==> config.mk <==
export PLATFORM = sky130hd
export DESIGN_NAME = pipe_hazard_ctrl
export DESIGN_NICKNAME = d
export VERILOG_FILES = /design/src/rtl/pipe_hazard_ctrl.sv
export SDC_FILE = /design/constraint.sdc
export NUM_CORES = 1
export LEC_CHECK = 0
export ABC_AREA = 1
export ABC_CLOCK_PERIOD_IN_PS = 4000
export CAP_MARGIN = 25
export CORE_ASPECT_RATIO = 1.25
export CORE_MARGIN = 2
export CORE_UTILIZATION = 57
export CTS_CLUSTER_SIZE = 30
export DETAILED_ROUTE_END_ITERATION = 8
export PLACE_DENSITY_LB_ADDON = 0.05
export SLEW_MARGIN = 0
export SYNTH_ARGS = -nofsm -noshare
export SYNTH_HDL_FRONTEND = slang
export SYNTH_SLANG_ARGS = --single-unit
==> constraint.sdc <==
create_clock -name clk -period 4 [get_ports clk]
set_clock_uncertainty 0.05 [all_clocks]
set_input_delay 0.6 -clock clk [delete_from_list [all_inputs] [get_ports clk]]
set_output_delay 0.6 -clock clk [all_outputs]
set_load 0.01 [all_outputs]
==> src/rtl/pipe_hazard_ctrl.sv <==
// -----------------------------------------------------------------------------
// pipe_hazard_ctrl
//
// Hazard and forwarding controller for a 5-stage MIPS pipeline (IF/ID/EX/MEM/WB).
// It keeps its own shadow copy of the control information for the instructions
// in EX, MEM and WB. That copy is fed from the decoded ID-stage signals and
// advances with the pipeline. From the copy it derives:
//   - PC and IF/ID load enables (a freeze or a load-use stall drops them),
//   - IF/ID flush and ID/EX bubble insertion (taken branch, jump, load-use),
//   - EX operand forwarding selects,
//   - saturating debug counters for load-use stalls and flush events.
//
// Ports:
//   clk, rst_n          clock (rising edge), asynchronous active-low reset
//   id_valid            ID holds a real instruction
//   id_rs/id_rt         ID source registers
//   id_uses_rs/rt       ID instruction actually reads rs/rt
//   id_dst              ID write register, taken after the RegDst mux
//   id_regwrite         ID RegWrite
//   id_memtoreg         ID MemtoReg (the instruction is a load)
//   id_jump             ID Jump
//   ex_branch_taken     branch in EX resolved taken
//   mem_stall           data memory not ready; freezes the whole pipeline
//   pc_write            PC load enable
//   ifid_write          IF/ID load enable
//   ifid_flush          clear IF/ID to a NOP at the next edge
//   idex_bubble         load NOP controls into ID/EX at the next edge
//   fwd_a/fwd_b         EX operand select: 00 regfile, 01 WB result,
//                       10 MEM ALU result
//   stall_cnt           load-use stall cycles (saturating)
//   flush_cnt           flush events (saturating)
// -----------------------------------------------------------------------------
module pipe_hazard_ctrl #(
    parameter int CNT_W = 16
) (
    input  logic             clk,
    input  logic             rst_n,
    input  logic             id_valid,
    input  logic [4:0]       id_rs,
    input  logic [4:0]       id_rt,
    input  logic             id_uses_rs,
    input  logic             id_uses_rt,
    input  logic [4:0]       id_dst,
    input  logic             id_regwrite,
    input  logic             id_memtoreg,
    input  logic             id_jump,
    input  logic             ex_branch_taken,
    input  logic             mem_stall,
    output logic             pc_write,
    output logic             ifid_write,
    output logic             ifid_flush,
    output logic             idex_bubble,
    output logic [1:0]       fwd_a,
    output logic [1:0]       fwd_b,
    output logic [CNT_W-1:0] stall_cnt,
    output logic [CNT_W-1:0] flush_cnt
);

    typedef struct packed {
        logic       valid;
        logic       regwrite;
        logic       memtoreg;
        logic [4:0] dst;
        logic [4:0] rs;
        logic [4:0] rt;
    } entry_t;

    // Outcome of the per-cycle priority decision; the counters key off it.
    typedef enum logic [2:0] {
        DEC_RUN,
        DEC_FREEZE,
        DEC_BRANCH,
        DEC_LUSE,
        DEC_JUMP
    } decision_e;

    localparam logic [1:0] FWD_RF  = 2'b00;
    localparam logic [1:0] FWD_WB  = 2'b01;
    localparam logic [1:0] FWD_MEM = 2'b10;

    entry_t    ex_q, mem_q, wb_q;
    entry_t    id_entry;
    decision_e decision;
    logic      luse;

    assign id_entry = '{valid:    id_valid,
                        regwrite: id_regwrite,
                        memtoreg: id_memtoreg,
                        dst:      id_dst,
                        rs:       id_rs,
                        rt:       id_rt};

    // WB only needs valid/regwrite/dst for forwarding. The remaining fields
    // travel with the entry so that all three stages share one format.
    logic unused_wb_fields;
    assign unused_wb_fields = ^{wb_q.memtoreg, wb_q.rs, wb_q.rt};

    // A load in EX whose destination is read by the instruction in ID. Its
    // data exists only after MEM, so ID must wait one cycle. After that wait
    // the value is picked up from WB by the forwarding path.
    always_comb begin
        luse = id_valid & ex_q.valid & ex_q.memtoreg & (ex_q.dst != 5'd0) &
               ((id_uses_rs & (id_rs == ex_q.dst)) |
                (id_uses_rt & (id_rt == ex_q.dst)));
    end

    // NOTE: every output of this block gets a default before the priority
    // chain. Any path that skipped an assignment would otherwise infer a latch.
    always_comb begin
        decision    = DEC_RUN;
        pc_write    = 1'b1;
        ifid_write  = 1'b1;
        ifid_flush  = 1'b0;
        idex_bubble = 1'b0;
        if (mem_stall) begin
            decision   = DEC_FREEZE;
            pc_write   = 1'b0;
            ifid_write = 1'b0;
        end else if (ex_branch_taken) begin
            // A load-use or jump in ID is moot: that instruction is squashed.
            decision    = DEC_BRANCH;
            ifid_flush  = 1'b1;
            idex_bubble = 1'b1;
        end else if (luse) begin
            // A jump in ID is held here and re-evaluated next cycle.
            decision    = DEC_LUSE;
            pc_write    = 1'b0;
            ifid_write  = 1'b0;
            idex_bubble = 1'b1;
        end else if (id_valid && id_jump) begin
            decision   = DEC_JUMP;
            ifid_flush = 1'b1;
        end
    end

    // MEM beats WB because it holds the younger result. Only a non-load
    // result in MEM is available yet, and $0 is hard-wired, so it is never
    // forwarded.
    function automatic logic [1:0] fwd_sel(input logic [4:0] src,
                                           input entry_t     mem_e,
                                           input entry_t     wb_e);
        if (mem_e.valid && mem_e.regwrite && !mem_e.memtoreg &&
            (mem_e.dst != 5'd0) && (mem_e.dst == src))
            return FWD_MEM;
        else if (wb_e.valid && wb_e.regwrite && (wb_e.dst != 5'd0) &&
                 (wb_e.dst == src))
            return FWD_WB;
        else
            return FWD_RF;
    endfunction

    always_comb begin
        fwd_a = FWD_RF;
        fwd_b = FWD_RF;
        if (ex_q.valid) begin
            fwd_a = fwd_sel(ex_q.rs, mem_q, wb_q);
            fwd_b = fwd_sel(ex_q.rt, mem_q, wb_q);
        end
    end

    // NOTE: sequential state uses non-blocking assignments. wb<=mem and
    // mem<=ex then all read the pre-edge values, like a real pipeline register.
    always_ff @(posedge clk or negedge rst_n) begin
        if (!rst_n) begin
            ex_q  <= '0;
            mem_q <= '0;
            wb_q  <= '0;
        end else if (!mem_stall) begin
            wb_q  <= mem_q;
            mem_q <= ex_q;
            // A bubble is an all-zero entry: invalid, and it writes nothing.
            ex_q  <= idex_bubble ? '0 : id_entry;
        end
    end

    logic stall_evt, flush_evt;
    assign stall_evt = (decision == DEC_LUSE);
    assign flush_evt = (decision == DEC_BRANCH) || (decision == DEC_JUMP);

    always_ff @(posedge clk or negedge rst_n) begin
        if (!rst_n) begin
            stall_cnt <= '0;
            flush_cnt <= '0;
        end else begin
            if (stall_evt && (stall_cnt != '1))
                stall_cnt <= stall_cnt + CNT_W'(1);
            if (flush_evt && (flush_cnt != '1))
                flush_cnt <= flush_cnt + CNT_W'(1);
        end
    end

endmodule

==> Word-level counts from Yosys, hierarchy flattened <==
Cells that the tools add are included.
{ "word_totals": {"register_bits": 65, "latchBits": 0, "ram_bits": 0, "rom_bits": 0, "out_inout_bits": 40, "word_cells": 73, "n_memories": 0} }
{ "op_classes": {"add_sub_neg": 2, "n_mul": 0, "div": 0, "order_cmp": 0, "n_eq_ne": 11, "shifts": 0, "n_mux": 21, "bitwise_logic": 7, "reduce_logical": 17} }
{ "op_table": {"columns": ["cell", "count"], "rows": [
  ["adder 16 x 1 -> 16 bit, second input constant", 2],
  ["inequality test 16 bit, second input constant", 2],
  ["== test 5 bit", 6],
  ["2-to-1 mux 18 bit", 1],
  ["nonzero test 5 bit", 3],
  ["logical AND 1 bit", 12],
  ["2-to-1 mux 1 bit", 12],
  ["2-to-1 mux 3 bit", 4],
  ["2-to-1 mux 2 bit", 4],
  ["AND 1 bit", 6],
  ["== test 3 x 2 -> 1 bit, second input constant", 2],
  ["== test 3 bit, second input constant", 1],
  ["logical NOT 1 bit", 1],
  ["logical OR 1 bit", 1],
  ["bitwise OR 1 bit", 1]
]} }

==> Depth between registers and ports, before layout <==
{ "depth": {"ltp_word": 10, "mapped_depth": 12, "mapped_depth_nobuf": 11} }

==> Worst setup path before layout <==
Ideal clock, no wire load.
{ "synth_timing": {"path_kind": "input to output", "from": "in mem_stall", "to": "out pc_write", "t_arrival_ps": 1717, "required_ps": 3350, "slack_ps": 1633, "path_stages": 7, "cell_sequence": "buf_2 > clkinv_1 > clkbuf_1 > clkbuf_1 > nand2_1 > inv_1 > buf_4"} }
{ "synth_between": {"elab_chain_cells": 1} }
{ "synth_rtl": {"columns": ["element", "line_no", "text"], "rows": [
  ["from (decl)", "48", "input logic mem_stall,"],
  ["2-to-1 mux 1 bit", null, null],
  ["to (decl)", "49", "output logic pc_write,"]
]} }
No other way between the ends.

==> Worst setup path after layout <==
{ "layout_timing": {"from": "in id_rt[1]", "to": "out idex_bubble"} }
{ "layout_between": {"elab_chain_cells": 7} }
{ "layout_rtl": {"columns": ["element", "line_no", "text"], "rows": [
  ["from (decl)", "40", "input logic [4:0] id_rt,"],
  ["== test 5 bit", "104", "(id_uses_rt & (id_rt == ex_q.dst)));"],
  ["AND 1 bit", "104", null],
  ["bitwise OR 1 bit", "103", "((id_uses_rs & (id_rs == ex_q.dst)) |"],
  ["AND 1 bit", "102", "luse = id_valid & ex_q.valid & ex_q.memtoreg & (ex_q.dst != 5'd0) &"],
  ["2-to-1 mux 1 bit", "124", "end else if (luse) begin"],
  ["2-to-1 mux 1 bit", "119", "end else if (ex_branch_taken) begin"],
  ["2-to-1 mux 1 bit", "115", "if (mem_stall) begin"],
  ["to (decl)", "52", "output logic idex_bubble,"]
]} }
No other way between the ends.

==> impl_metrics.ini <==
[clocking]
cts_htree_levels = 3
cts_resized = 0
ctsRootBufferMaster = clkbuf_8
cts_tree = built
cts_buffer_depth = 2
clock_sinks = 65
hold_buffers = 0
numCtsBuffers = 9
postCtsSetupRepairBufs = 0
clk_pin_slew_worst_paths_ps = 70
clkLatencyLatePin_ps = 340

[global_route]
grt_use_total_pct = 25.3
gr-total-overflow = 0
grt_pass1_vias = 3225
antenna_found_initial = 0
grt_pass1_wl_um = 14800
grt_max_degree = 37

[layout]
layout.cells.non_filler = 657
diodes = 0
drive_gt1_share_pct = 5.26
syn_to_final_growth_pct = 22.9
final_nets = 593
fillers = 558
fin_area_um2 = 4620

[power_and_ir_drop]
vdd_drop_max_v = 0.000267
p_leak_nw = 2.25
power.density_nw_per_um2 = 358

[setup_path]
cp_common_cell = nand2_1
critical-path-max-stage-delay_ps = 570
required_ps = 3350
cp_max_fo = 6
setup.worst_path.start_class = input port
reg2regPathDepth = 7
r2r-start = flush_cnt[0]
cp_cell_sequence = clkdlybuf4s50_1 -> inv_1 -> nand2_1 -> nand2_1 -> nor2_1 -> nand3_1 -> nand2_2 -> nand2_1 -> nand2_1 -> nand2_1 -> inv_1 -> clkdlybuf4s50_1
rrSetupSlack_ps = 1770
criticalPathCategory = input port to output pin
critPathCaptureType = output pin
arrival_ps = 2480
r2r-end = flush_cnt[10]
worst_path_max_delay_cell = clkdlybuf4s50_1

[synthesis]
yosysWarnings = 0
synth-edff-count = 0
synth_fp_nets = 531
synth_area_um2 = 3760
synth_common_cells = nand2_1 (155), dfrtp_1 (65), inv_1 (51), nor2_1 (40), nand3_1 (36)
synth_top_area_cell = dfrtp_1
yosysMostFrequentCell = nand2_1
ys_seq_area_share_pct = 43.2
async_flop_share_pct = 100
netlist-cell-type-count = 27
synth_top_flop_cell = dfrtp_1
netlist.area_leader.share_pct = 43.2
ys_ff_latch = 65
syn-instance-count = 504
synth.avg_cell_area_um2 = 7.46
synthTopCellsByArea = dfrtp_1 (43%), nand2_1 (15%), xor2_1 (5.8%)

[die]
ios = 65
start_util_pct = 58.0
row_count = 33
die_x_um = 76.7
die_area_um2 = 7270
die_h_um = 94.8
fp.coreArea_um2 = 6480

[placed_design]
dp_hpwl_um = 6270
placed_area_um2 = 4440
portBuffers = 64
dp.cells = 642
gp_congestion = 0.866

[detailed_routing]
postRouteAntennaNets = 0
dr_total_vias = 3477
via_per_inst = 5.29
routedWlPerCell_um = 13.1
first_iter_violations = 258
routed_wl_um = 8630
drt-pass1-iter-count = 5
remaining_drc_errors = 0

[timing]
finalSetupViolCount = 0
maxSlewViolCount = 0
hold_violations = 0
hold_slack_ps = 251
finalSetupTns_ps = 0
rsz0062_at_grt = no
fin_crit_ps = 3130
fin_crit_sh_pct = 78.3
max_freq_ghz = 0.319
max_slew.worst_pin.slew_ps = 713
max_slew_margin_pct = 52.5

[job]
maxCapViolations = 0

[status]
status = complete, no violations

[worst_hold_path]
hold_class = input port to asynchronous set/reset pin
## power by group
part	switching (W)	leakage (nW)	total, W	internal, W
clock	0.000246	0.0915	0.000518	0.000272
combinational	0.000180	1.35	0.000340	0.000160
sequential	0.0000783	0.805	0.000798	0.000720
## placed cells by master (no fill, tap or decap), drive strengths merged
master	Yosys	routed
clkinvlp	0	1
nor2	42	42
buf	9	5
o21ai	35	35
nor4	5	5
xnor2	14	14
or2	1	1
nand2	156	156
nand3	37	37
clkinv	1	2
nand4	28	28
nor3	12	12
a221oi	1	1
ha	2	2
clkbuf	8	13
clkdlybuf4s50	0	63
a21oi	8	8
dfrtp	65	65
inv	55	55
xor2	25	25
## per-layer routing
layer / global-route usage (%) / share of wire (%) / vias to the layer above
met5: 0 / 0 / -
met4: 8.79 / 1.1 / 0
met3: 4.21 / 4.9 / 10
met2: 41.7 / 48 / 92
met1: 34.2 / 46 / 1627
li1: - / - / 1748
## worst max-delay path, delay by kind of cell
kind,cells,cell delay [ps]
buffers and inverters,4,1300
AND/OR/NAND/NOR,8,580
## cells by family (layout without fill, tap and decap cells)
| family | after synthesis | in the layout | synth area share, % |
|---|---|---|---|
| flip-flops | 65 | 65 | 43.2 |
| AO/OA/AOI/OAI | 44 | 44 | 5.95 |
| buffers and inverters | 73 | 139 | 8.12 |
| adder cells (fa/ha/maj) | 2 | 2 | 0.665 |
| XOR/XNOR | 39 | 39 | 9.08 |
| AND/OR/NAND/NOR | 281 | 281 | 32.9 |
## registers in the layout, summed over array words and instances, names as in the netlist
signal	cells
wb_q	7
mem_q	8
ex_q	18
stall_cnt	16
flush_cnt	16
## final cells by class
| class | instances | area (um2) | area share, % |
|---|---|---|---|
| Clock buffer | 13 | 169 | 3.65 |
| Clock inverter | 2 | 12.5 | 0.271 |
| Inverter | 56 | 210 | 4.55 |
| Multi-Input combinational cell | 366 | 1830 | 39.6 |
| Sequential cell | 65 | 1630 | 35.2 |
| Tap cell | 87 | 109 | 2.36 |
| Timing Repair Buffer | 68 | 666 | 14.4 |
## worst max-delay path by stage
stage          cells after the start           to  startpoint
5_1_grt                           12  idex_bubble    id_rs[3]
3_5_place_dp                      12  idex_bubble    id_rt[1]
6_report                          12  idex_bubble    id_rt[1]
3_3_place_gp                      12  idex_bubble    id_rt[1]
4_1_cts                           12  idex_bubble    id_rt[1]
2_1_floorplan                      7     pc_write   mem_stall
## through the flow
stage	total power [W]	utilization, %	worst slack, ps
finish	0.00166	71.3	867
global route	0.00175	71.3	700
CTS	0.00166	71.3	862
detailed placement	0.00115	68.5	864
global placement	0.00114	68.5	901
floorplan	0.000996	-	1630
Note: power is estimated with default switching activity, not from simulation.
